### config.mk
export PLATFORM = sky130hd
export DESIGN_NAME = cpu_fetch_unit
export DESIGN_NICKNAME = d
export VERILOG_FILES = /design/src/rtl/cpu_fetch_unit.sv
export SDC_FILE = /design/constraint.sdc
export NUM_CORES = 1
export LEC_CHECK = 0
export ABC_CLOCK_PERIOD_IN_PS = 2950
export CORE_MARGIN = 4
export CORE_UTILIZATION = 41
export CTS_BUF_LIST = sky130_fd_sc_hd__clkbuf_4 sky130_fd_sc_hd__clkbuf_8 sky130_fd_sc_hd__clkbuf_16
export CTS_CLUSTER_SIZE = 10
export DETAILED_ROUTE_END_ITERATION = 8
export GPL_TIMING_DRIVEN = 0
export PLACE_DENSITY = 0.77
export SLEW_MARGIN = 30
export SYNTH_ARGS = -nofsm -noshare
export SYNTH_HDL_FRONTEND = slang
export SYNTH_SLANG_ARGS = --single-unit
### constraint.sdc
create_clock -name clk -period 2.95 [get_ports clk]
set_input_delay 0.885 -clock clk [delete_from_list [all_inputs] [get_ports clk]]
set_output_delay 0.885 -clock clk [all_outputs]
set_load 0.1 [all_outputs]
### src/rtl/cpu_fetch_unit.sv
// Instruction fetch sequencer: one outstanding read at a time into a small in-order
// instruction queue. Branch redirects flush the queue and reload the PC register.
module cpu_fetch_unit #(
  parameter int QUEUE_DEPTH = 2
) (
  input  logic        clk,
  input  logic        reset,
  input  logic [15:0] pc_in,
  output logic        pc_inc,
  output logic        pc_ld,
  output logic [15:0] pc_ld_data,
  output logic        mem_req,
  output logic [15:0] mem_addr,
  input  logic        mem_ack,
  input  logic [15:0] mem_rdata,
  input  logic        branch_valid,
  input  logic [15:0] branch_target,
  output logic        ir_valid,
  output logic [15:0] ir_data,
  output logic [15:0] ir_pc,
  input  logic        ir_ready
);

  // QUEUE_DEPTH is 2 or 4, so the pointers wrap naturally at their width.
  localparam int PTR_W = (QUEUE_DEPTH > 2) ? 2 : 1;
  localparam int CNT_W = PTR_W + 1;
  localparam logic [CNT_W-1:0] DEPTH_C = CNT_W'(QUEUE_DEPTH);

  typedef enum logic [1:0] {
    IDLE  = 2'd0,
    REQ   = 2'd1,
    INC   = 2'd2,
    DRAIN = 2'd3
  } state_t;

  state_t state_reg;
  state_t state_next;

  logic        mem_req_next;
  logic [15:0] mem_addr_next;
  logic        pc_inc_next;
  logic        pc_ld_next;
  logic [15:0] pc_ld_data_next;

  logic [PTR_W-1:0] rd_ptr_reg;
  logic [PTR_W-1:0] wr_ptr_reg;
  logic [CNT_W-1:0] count_reg;
  logic [15:0]      q_data [QUEUE_DEPTH];
  logic [15:0]      q_pc   [QUEUE_DEPTH];

  logic fetch_start;
  logic push;
  logic pop;
  logic flush;

  // A new fetch waits until any PC update from the previous one has landed.
  assign fetch_start = (state_reg == IDLE) && (count_reg < DEPTH_C) &&
                       !pc_ld && !pc_inc && !branch_valid;
  assign push  = (state_reg == REQ) && mem_ack && !branch_valid;
  assign flush = branch_valid;
  assign pop   = ir_valid && ir_ready;

  always_ff @(posedge clk or posedge reset) begin
    if (reset) begin
      state_reg <= IDLE;
    end else begin
      state_reg <= state_next;
    end
  end

  always_comb begin
    state_next = state_reg;
    case (state_reg)
      IDLE: begin
        if (fetch_start) begin
          state_next = REQ;
        end
      end
      REQ: begin
        if (mem_ack) begin
          state_next = branch_valid ? IDLE : INC;
        end else if (branch_valid) begin
          state_next = DRAIN;
        end
      end
      INC: begin
        state_next = IDLE;
      end
      DRAIN: begin
        // The redirected read must still complete; its data is thrown away.
        if (mem_ack) begin
          state_next = IDLE;
        end
      end
      default: begin
        state_next = IDLE;
      end
    endcase
  end

  always_comb begin
    mem_req_next    = (state_next == REQ) || (state_next == DRAIN);
    mem_addr_next   = fetch_start ? pc_in : mem_addr;
    pc_inc_next     = (state_next == INC);
    pc_ld_next      = branch_valid;
    pc_ld_data_next = branch_valid ? branch_target : pc_ld_data;
  end

  always_ff @(posedge clk or posedge reset) begin
    if (reset) begin
      mem_req    <= 1'b0;
      mem_addr   <= '0;
      pc_inc     <= 1'b0;
      pc_ld      <= 1'b0;
      pc_ld_data <= '0;
    end else begin
      mem_req    <= mem_req_next;
      mem_addr   <= mem_addr_next;
      pc_inc     <= pc_inc_next;
      pc_ld      <= pc_ld_next;
      pc_ld_data <= pc_ld_data_next;
    end
  end

  // Flush wins over push and pop in the same cycle.
  always_ff @(posedge clk or posedge reset) begin
    if (reset) begin
      rd_ptr_reg <= '0;
      wr_ptr_reg <= '0;
      count_reg  <= '0;
    end else if (flush) begin
      rd_ptr_reg <= '0;
      wr_ptr_reg <= '0;
      count_reg  <= '0;
    end else begin
      if (push) begin
        wr_ptr_reg <= wr_ptr_reg + PTR_W'(1);
      end
      if (pop) begin
        rd_ptr_reg <= rd_ptr_reg + PTR_W'(1);
      end
      case ({push, pop})
        2'b10:   count_reg <= count_reg + CNT_W'(1);
        2'b01:   count_reg <= count_reg - CNT_W'(1);
        default: count_reg <= count_reg;
      endcase
    end
  end

  always_ff @(posedge clk) begin
    if (push) begin
      q_data[wr_ptr_reg] <= mem_rdata;
      q_pc[wr_ptr_reg]   <= mem_addr;
    end
  end

  // Head is masked when empty so the outputs read zero out of reset.
  assign ir_valid = (count_reg != '0);
  assign ir_data  = ir_valid ? q_data[rd_ptr_reg] : '0;
  assign ir_pc    = ir_valid ? q_pc[rd_ptr_reg]   : '0;

endmodule

==> results.txt, run 1 <==
Status: finished clean
Drt first pass iters: 4
Cell Rows: 35
Initial core utilization: 42.8%
Sink Count: 104
Clk pin slew, worst setup/hold paths: 0.09 ns
Hold Path Sink: q_pc[0][9]
Post-DP HPWL: 5990 µm
Syn Area/Cell: 16.6 µm²
Async SR Flop Fraction: 38.5%
CP delay by family, top: buffers and inverters
RSZ-0062 raised after global routing: true
Critical path's slowest cell: clkdlybuf4s50_1
Antenna violations before repair: 0
DR vias: 2412
CTS tree: built
Final min period: 2.86 ns
Final Setup Violations: 0
Achievable Freq: 350 MHz
Vias in the first global route: 2662
Routed len/inst: 16.2 µm
Slew Viols, Final: 0
CP Data Arrival Time: 1.97 ns
Sequential area share after synthesis: 72.8%
Synth unique cells: 29
Die ar.: 11400 µm²
DR iter-0 viols: 86
WL final: 8270 µm
Ant diodes: 0
Die height: 107 µm
Worst Min Path Start: mem_addr[9]
GP Congestion: 0.740
Yosys top cell area share: 47.9%
Hold depth: 0
Crit path buffers/inverters: 1
Ranking of synthesized cells by area: edfxtp_1 (48%), dfrtp_1 (25%), mux2i_1 (8.0%)
Post-CTS Setup Bufs: 0
CP endpoint kind: output pin
IO Count: 121
Syn_nets: 295
Final critical-path share of the clock period: 96.9%
Layout fillers: 757
Total Power: 4.11 mW
Largest area contributor in the netlist: edfxtp_1
Final Worst Setup Slack: 0.0914 ns
Mapped cell area: 4020 µm²
IO Port Bufs: 120
Fin Hold WS: 0.504 ns
Hold_buf cts: 0
Reg2reg start: state_reg[0]
Peak VDD IR: 463 µV
Mapped Cells: 242
Worst-Skew Late Latency: 0.35 ns
CP Max Fanout: 5
#FFs+latches synth: 104
Max_slew headroom: 33.2%
# Max-Cap Violations: 0
# DRC: 0
Vias per cell: 4.73
Most used flip-flop cell after synthesis: edfxtp_1
Biggest regs: q_data (32), q_pc (32)
Crit Path Class: reg2out
Clock skew: 0.0112 ns
Final hold vios: 0
CP Launch Type: flop
Number of synthesized flops with an enable pin: 64
CTS max path bufs: 2
Die width: 107 µm
Gr ovfl total: 0
First-pass GRT wire length: 13400 µm
H-tree Lvls: 3
Final std cells w/o fill: 510
Largest net degree at the start of global routing: 30
Reg2Reg Depth: 3
Leakage: 2.09 nW
Layout cell share with drive strength beyond 1: 33.6%
Placed cell count: 494
Root buf cell: clkbuf_8
Critical Path RT: 2.07 ns
Synthesis warning total: 0
Worst path cell trace: clkdlybuf4s50_1
Critical R2R Capture: q_data[0][4]
PwrDens: 727 nW/µm²
DRT antenna net count: 0
Final nets: 429
Worst Max-Slew Pin Slew: 0.999 ns
Core area: 9370 µm²
Setup_tns: 0 ns
Total GRT Usage: 15.2%
CP peak stage delay: 1.17 ns
TritonCTS buffer count: 9
Worst reg2reg setup slack: 1.17 ns
Worst hold path class: reg2reg
Pre-CTS WS: -0.544 ns
Post-CTS Resized: 169
Area grow syn2layout: 40.9%
-- cells in the final DEF, fill, tap and decap left out, types with 2 or more instances in the layout --
| cell type | instances |
|---|---|
| nor2_1 | 7 |
| o21ai_0 | 2 |
| clkdlybuf4s50_1 | 87 |
| buf_1 | 2 |
| mux2_4 | 9 |
| clkdlybuf4s15_2 | 2 |
| dfrtp_1 | 40 |
| edfxtp_1 | 64 |
| nor2_2 | 31 |
| buf_16 | 2 |
| clkbuf_1 | 2 |
| nand2b_1 | 2 |
| mux2_2 | 23 |
| buf_4 | 3 |
| mux2i_1 | 32 |
| inv_1 | 2 |
| xor2_1 | 2 |
| clkbuf_8 | 9 |
| clkbuf_4 | 36 |
-- metal layers --
metal / global-route usage, % / wire length [µm] / up-vias
met2: 26.4 / 4190 / 85
li1: - / - / 1138
met4: 3.93 / 81 / 0
met3: 6.14 / 680 / 6
met1: 17.5 / 3320 / 1183
met5: 0 / 0 / -
-- layout make-up --
class	count	area [µm²]	area share [%]
plain buffers	11	71.3	1.26
clock buffers	12	146	2.59
clock inverters	4	30.0	0.531
inverters	3	11.3	0.199
multi-input cells	124	1110	19.7
flip-flops and latches	104	2920	51.7
well taps	129	161	2.85
repair buffers	123	1200	21.2
-- through the flow --
stage	instance area (µm²)	utilization (%)
finish	5660	60.4
global route	5660	60.4
CTS	5590	59.6
detailed placement	5540	59.1
global placement	5460	58.2
floorplan	4090	-
-- cells by family (layout without fill, tap and decap cells) --
group           after synthesis  after routing  synth area share [%]
simple gates                 52             52                  6.39
xor+xnor                      3              3                 0.655
mux                          64             64                  17.8
flops                       104            104                  72.8
compound gates                5              5                 0.779
buf+inv                      14            153                  1.59
-- worst max path at each step --
stage / from / end / slack (ns) / depth (start not counted)
4_1_cts: count_reg[1] / ir_valid / 0.03 / 4
3_5_place_dp: count_reg[1] / ir_data[15] / -0.54 / 4
6_report: state_reg[0] / mem_req / 0.09 / 1
3_3_place_gp: branch_valid / q_data[0][9] / -0.62 / 3
2_1_floorplan: rd_ptr_reg / ir_pc[12] / 0.18 / 3
5_1_grt: rd_ptr_reg / ir_pc[2] / -0.02 / 5
-- Yosys cell counts (3+ instances only) --
master / count
buf_2: 3
mux2_4: 9
edfxtp_1: 64
inv_1: 3
clkbuf_1: 5
dfrtp_1: 40
mux2_2: 23
mux2i_1: 32
nor2_1: 38
-- power by group --
part / switching (mW) / total (mW) / internal (mW)
Sequential: 0.103 / 1.82 / 1.72
Combinational: 1.09 / 1.49 / 0.400
Clock: 0.463 / 0.803 / 0.340
Note: power is estimated with default switching activity, not from simulation.
==> run 2, diff against run 1 <==
--- a/config.mk
+++ b/config.mk
@@ -13,6 +13,7 @@
 export DETAILED_ROUTE_END_ITERATION = 8
 export GPL_TIMING_DRIVEN = 0
 export PLACE_DENSITY = 0.77
+export RECOVER_POWER = 100
 export SLEW_MARGIN = 30
 export SYNTH_ARGS = -nofsm -noshare
 export SYNTH_HDL_FRONTEND = slang
==> results.txt, run 2 (synthesis results as in run 1) <==
Status: finished clean
Commonest non-fill, non-tap cells in the layout: edfxtp_1 (64), clkdlybuf4s50_1 (47), dfrtp_1 (40), dlygate4sd3_1 (40), clkbuf_4 (36)
Worst hold path class: reg2reg
Vias in the first global route: 2662
IO Port Bufs: 120
Cell Rows: 35
Die width: 107 µm
DRT antenna net count: 0
CP Max Fanout: 4
Worst reg2reg setup slack: 0.90 ns
Root buf cell: clkbuf_8
Critical path's slowest cell: dlygate4sd3_1
Layout fillers: 769
Reg area: 2920 µm²
Net Switching: 1.65 mW
Total GRT Usage: 15.2%
Slew Viols, Final: 0
Sink Count: 104
Clk network pwr share: 19.8%
Clk pin slew, worst setup/hold paths: 0.09 ns
# DRC: 0
Area grow syn2layout: 39.3%
H-tree Lvls: 3
Worst path cell trace: dlygate4sd3_1
Die height: 107 µm
CP Launch Type: flop
CTS max path bufs: 2
Vias per cell: 4.75
TritonCTS buffer count: 9
Clock skew: 0.0121 ns
First-pass GRT wire length: 13400 µm
Largest net degree at the start of global routing: 30
Design Area, Final: 5590 µm²
Critical Path Source: mem_addr[15]
Achievable Freq: 349 MHz
Hold_buf cts: 0
Cell Area, Placed: 5540 µm²
DR vias: 2420
Routed len/inst: 16.1 µm
Crit Path Class: reg2out
Total Power: 4.05 mW
Post-CTS Setup Bufs: 0
Final hold vios: 0
Antenna violations before repair: 0
Worst path depth: 1
Post-CTS Resized: 169
Final Setup Violations: 0
Sequential share of power: 44.8%
Final min period: 2.86 ns
Leakage: 2.05 nW
Worst Max-Slew Pin Slew: 1.01 ns
CP delay by family, top: buffers and inverters
Max_slew headroom: 32.7%
CP Data Arrival Time: 1.98 ns
Final Core Density: 59.7%
Reg2Reg Depth: 3
Multi-input combinational cell area: 1070 µm²
Drt first pass iters: 4
Setup_tns: 0 ns
Die ar.: 11400 µm²
Gr ovfl total: 0
Final critical-path share of the clock period: 97.0%
GP Congestion: 0.740
Crit path buffers/inverters: 1
PwrDens: 724 nW/µm²
# Max-Cap Violations: 0
CP endpoint kind: output pin
Switch share: 40.7%
RSZ-0062 raised after global routing: true
Internal Power: 2.40 mW
Most common cell after layout, fill and taps aside: edfxtp_1
Reg2reg start: state_reg[0]
Biggest regs: q_data (32), q_pc (32)
Layout cell share with drive strength beyond 1: 30.2%
Critical Path RT: 2.07 ns
IO Count: 121
Worst Setup EP: mem_addr[15]
Post-DP HPWL: 5990 µm
Worst Min Path Start: mem_addr[9]
CP peak stage delay: 1.22 ns
Critical R2R Capture: q_data[0][12]
Peak VDD IR: 460 µV
Final nets: 429
Logic pwr share: 35.4%
Core area: 9370 µm²
Worst-Skew Late Latency: 0.36 ns
WL final: 8200 µm
Ant diodes: 0
Initial core utilization: 42.8%
CTS tree: built
DR iter-0 viols: 87
run 2: cell count changes in the layout (fill, tap and decap cells not counted), sizes merged:
cell           previous run  this run
dlygate4sd3               0        40
clkdlybuf4s50            87        47
buf                      10         6
clkbuf                   47        51
run 2: layout make-up:
cell class | count | area share, %
tap | 129 | 2.89
clock buffer | 12 | 2.62
multi-input combinational | 124 | 19.2
sequential | 104 | 52.2
timing repair buffer | 123 | 21.2
clock inverter | 4 | 0.537
buffer | 11 | 1.14
inverter | 3 | 0.201
run 2: power by group through the flow:
stage | Clock (mW) | Combinational (mW) | Sequential, mW
after floorplan | 0 | 0.390 | 2.56
after global placement | 0 | 1.48 | 1.84
after detailed placement | 0 | 1.51 | 1.85
after CTS | 0.827 | 1.49 | 1.82
after global routing | 0.903 | 1.48 | 1.84
final | 0.803 | 1.43 | 1.82
run 2: how the worst min path moves through the flow:
stage / end / slack, ns / cells after the start
2_1_floorplan: wr_ptr_reg / 0.54 / 2
3_3_place_gp: q_pc[0][9] / 0.47 / 0
3_5_place_dp: q_pc[0][9] / 0.48 / 0
4_1_cts: q_pc[0][9] / 0.50 / 0
5_1_grt: q_pc[0][9] / 0.52 / 0
6_report: q_pc[1][9] / 0.50 / 0
run 2: per-stage QoR:
stage          std cells  setup WS (ns)  hold slack [ns]
6_report             510         0.0874            0.501
5_1_grt              510        -0.0159            0.522
4_1_cts              510         0.0350            0.501
3_5_place_dp         494         -0.544            0.479
3_3_place_gp         491         -0.621            0.473
2_1_floorplan        242          0.180            0.541
run 2: routing by layer:
| metal | GRT usage (%) | vias up | wire length (µm) |
|---|---|---|---|
| li1 | - | 1136 | - |
| met1 | 17.5 | 1195 | 3240 |
| met2 | 26.4 | 83 | 4180 |
| met3 | 6.14 | 6 | 691 |
| met4 | 3.93 | 0 | 84 |
| met5 | 0 | - | 0 |
==> run 3, diff against run 2 <==
--- a/config.mk
+++ b/config.mk
@@ -8,11 +8,12 @@
 export ABC_CLOCK_PERIOD_IN_PS = 2950
 export CORE_MARGIN = 4
 export CORE_UTILIZATION = 41
-export CTS_BUF_LIST = sky130_fd_sc_hd__clkbuf_4 sky130_fd_sc_hd__clkbuf_8 sky130_fd_sc_hd__clkbuf_16
+export CTS_BUF_LIST = sky130_fd_sc_hd__clkbuf_4 sky130_fd_sc_hd__clkbuf_8
 export CTS_CLUSTER_SIZE = 10
 export DETAILED_ROUTE_END_ITERATION = 8
+export GPL_ROUTABILITY_DRIVEN = 0
 export GPL_TIMING_DRIVEN = 0
-export PLACE_DENSITY = 0.77
+export PLACE_DENSITY = 0.71
 export RECOVER_POWER = 100
 export SLEW_MARGIN = 30
 export SYNTH_ARGS = -nofsm -noshare
==> results.txt, run 3 (synthesis results as in run 1) <==
IO Count: 121
Total Power: 4.28 mW
Leakage: 2.07 nW
Critical path's slowest cell: dlygate4sd3_1
Final hold vios: 0
Sink Count: 104
Worst Max-Slew Pin Slew: 1.17 ns
H-tree Lvls: 3
Final Core Density: 59.8%
Final std cells w/o fill: 509
Crit path buffers/inverters: 1
Core area: 9370 µm²
Post-DP HPWL: 5840 µm
Initial core utilization: 42.8%
First-pass GRT wire length: 13100 µm
Vias per cell: 4.74
DR iter-0 viols: 70
Gr ovfl total: 0
Final nets: 428
Crit Path Class: reg2out
Reg area: 2920 µm²
Commonest non-fill, non-tap cells in the layout: edfxtp_1 (64), clkdlybuf4s50_1 (43), dlygate4sd3_1 (43), dfrtp_1 (39), mux2i_1 (32)
# DRC: 0
Clock skew: 0.0127 ns
CP endpoint kind: output pin
Most common cell after layout, fill and taps aside: edfxtp_1
Critical Path RT: 2.07 ns
CTS max path bufs: 2
Achievable Freq: 350 MHz
Cell Rows: 35
Root buf cell: clkbuf_8
DRT antenna net count: 0
Status: finished clean
CP delay by family, top: buffers and inverters
CP Launch Type: flop
Worst hold path class: reg2reg
Antenna violations before repair: 0
Post-CTS Setup Bufs: 0
Layout cell share with drive strength beyond 1: 29.5%
Cell Area, Placed: 5540 µm²
PwrDens: 764 nW/µm²
CTS tree: built
CP peak stage delay: 1.22 ns
IO Port Bufs: 120
Drt first pass iters: 4
Layout fillers: 782
Die width: 107 µm
# Max-Cap Violations: 0
Worst-Skew Late Latency: 0.36 ns
Placed cell count: 494
Multi-input combinational cell area: 1070 µm²
CP Data Arrival Time: 1.97 ns
CP Max Fanout: 2
Total GRT Usage: 14.9%
Fin Hold WS: 0.497 ns
Clk pin slew, worst setup/hold paths: 0.09 ns
Die height: 107 µm
RSZ-0062 raised after global routing: false
Biggest regs: q_data (32), q_pc (32)
Slew Viols, Final: 0
WL final: 8160 µm
DR vias: 2414
Ant diodes: 0
Largest net degree at the start of global routing: 30
Area grow syn2layout: 39.5%
Vias in the first global route: 2627
Peak VDD IR: 375 µV
Routed len/inst: 16.0 µm
Max_slew headroom: 22.0%
Worst path cell trace: dlygate4sd3_1
Design Area, Final: 5600 µm²
TritonCTS buffer count: 9
Hold_buf cts: 0
Final critical-path share of the clock period: 96.9%
Final Setup Violations: 0
Final min period: 2.86 ns
Die ar.: 11400 µm²
run 3: cell count changes in the layout (fill, tap and decap cells not counted), moves of 4 or more:
cell | before | now
clkdlybuf4s15_2 | 2 | 7
clkbuf_2 | 1 | 25
nor2_2 | 31 | 25
nor2_1 | 7 | 12
clkdlybuf4s50_1 | 47 | 43
clkbuf_4 | 36 | 4
run 3: per-layer routing:
| metal | up-vias | GRT usage, % | part of all wire (%) |
|---|---|---|---|
| met4 | 0 | 4.66 | 1.3 |
| met2 | 94 | 24.3 | 48 |
| met5 | - | 0 | 0 |
| met3 | 9 | 6.26 | 10 |
| li1 | 1138 | - | - |
| met1 | 1173 | 17.9 | 41 |
run 3: where the power goes:
| part | internal (mW) | switching [mW] | leakage [nW] |
|---|---|---|---|
| clock network | 0.585 | 0.465 | 0.121 |
| logic | 0.333 | 1.08 | 0.890 |
| registers | 1.72 | 0.0989 | 1.06 |
run 3: timing repair:
item,in CTS,in global routing
gates resized for setup,119,42
endpoints found under the hold margin,0,0
endpoints found under the setup margin,33,28
run 3: cell type report:
type	instances	area share [%]
Sequential cell	104	52.2
Timing Repair Buffer	123	20.3
Multi-Input combinational cell	124	19.0
Tap cell	129	2.88
Clock buffer	11	2.48
Clock inverter	5	1.90
Buffer	10	0.983
Inverter	3	0.201
run 3: worst paths after layout:
path,to,from,slack (ns),depth (start not counted)
min reg2reg,q_pc[1][12],mem_addr[12],0.50,0
min,q_pc[1][12],mem_addr[12],0.50,0
min in group asynchronous,pc_ld_data[13],reset,0.97,2
max in group asynchronous,rd_ptr_reg,reset,0.88,3
max,pc_inc,pc_inc,0.09,1
max reg2reg,q_data[0][12],state_reg[0],0.87,3
run 3: per-stage QoR:
step / setup WS, ns / TNS [ns]
6_report: 0.0901 / 0
5_1_grt: 0.0133 / 0
4_1_cts: 0.0145 / 0
3_5_place_dp: -0.611 / -17.33
3_3_place_gp: -0.615 / -51.18
2_1_floorplan: 0.180 / 0
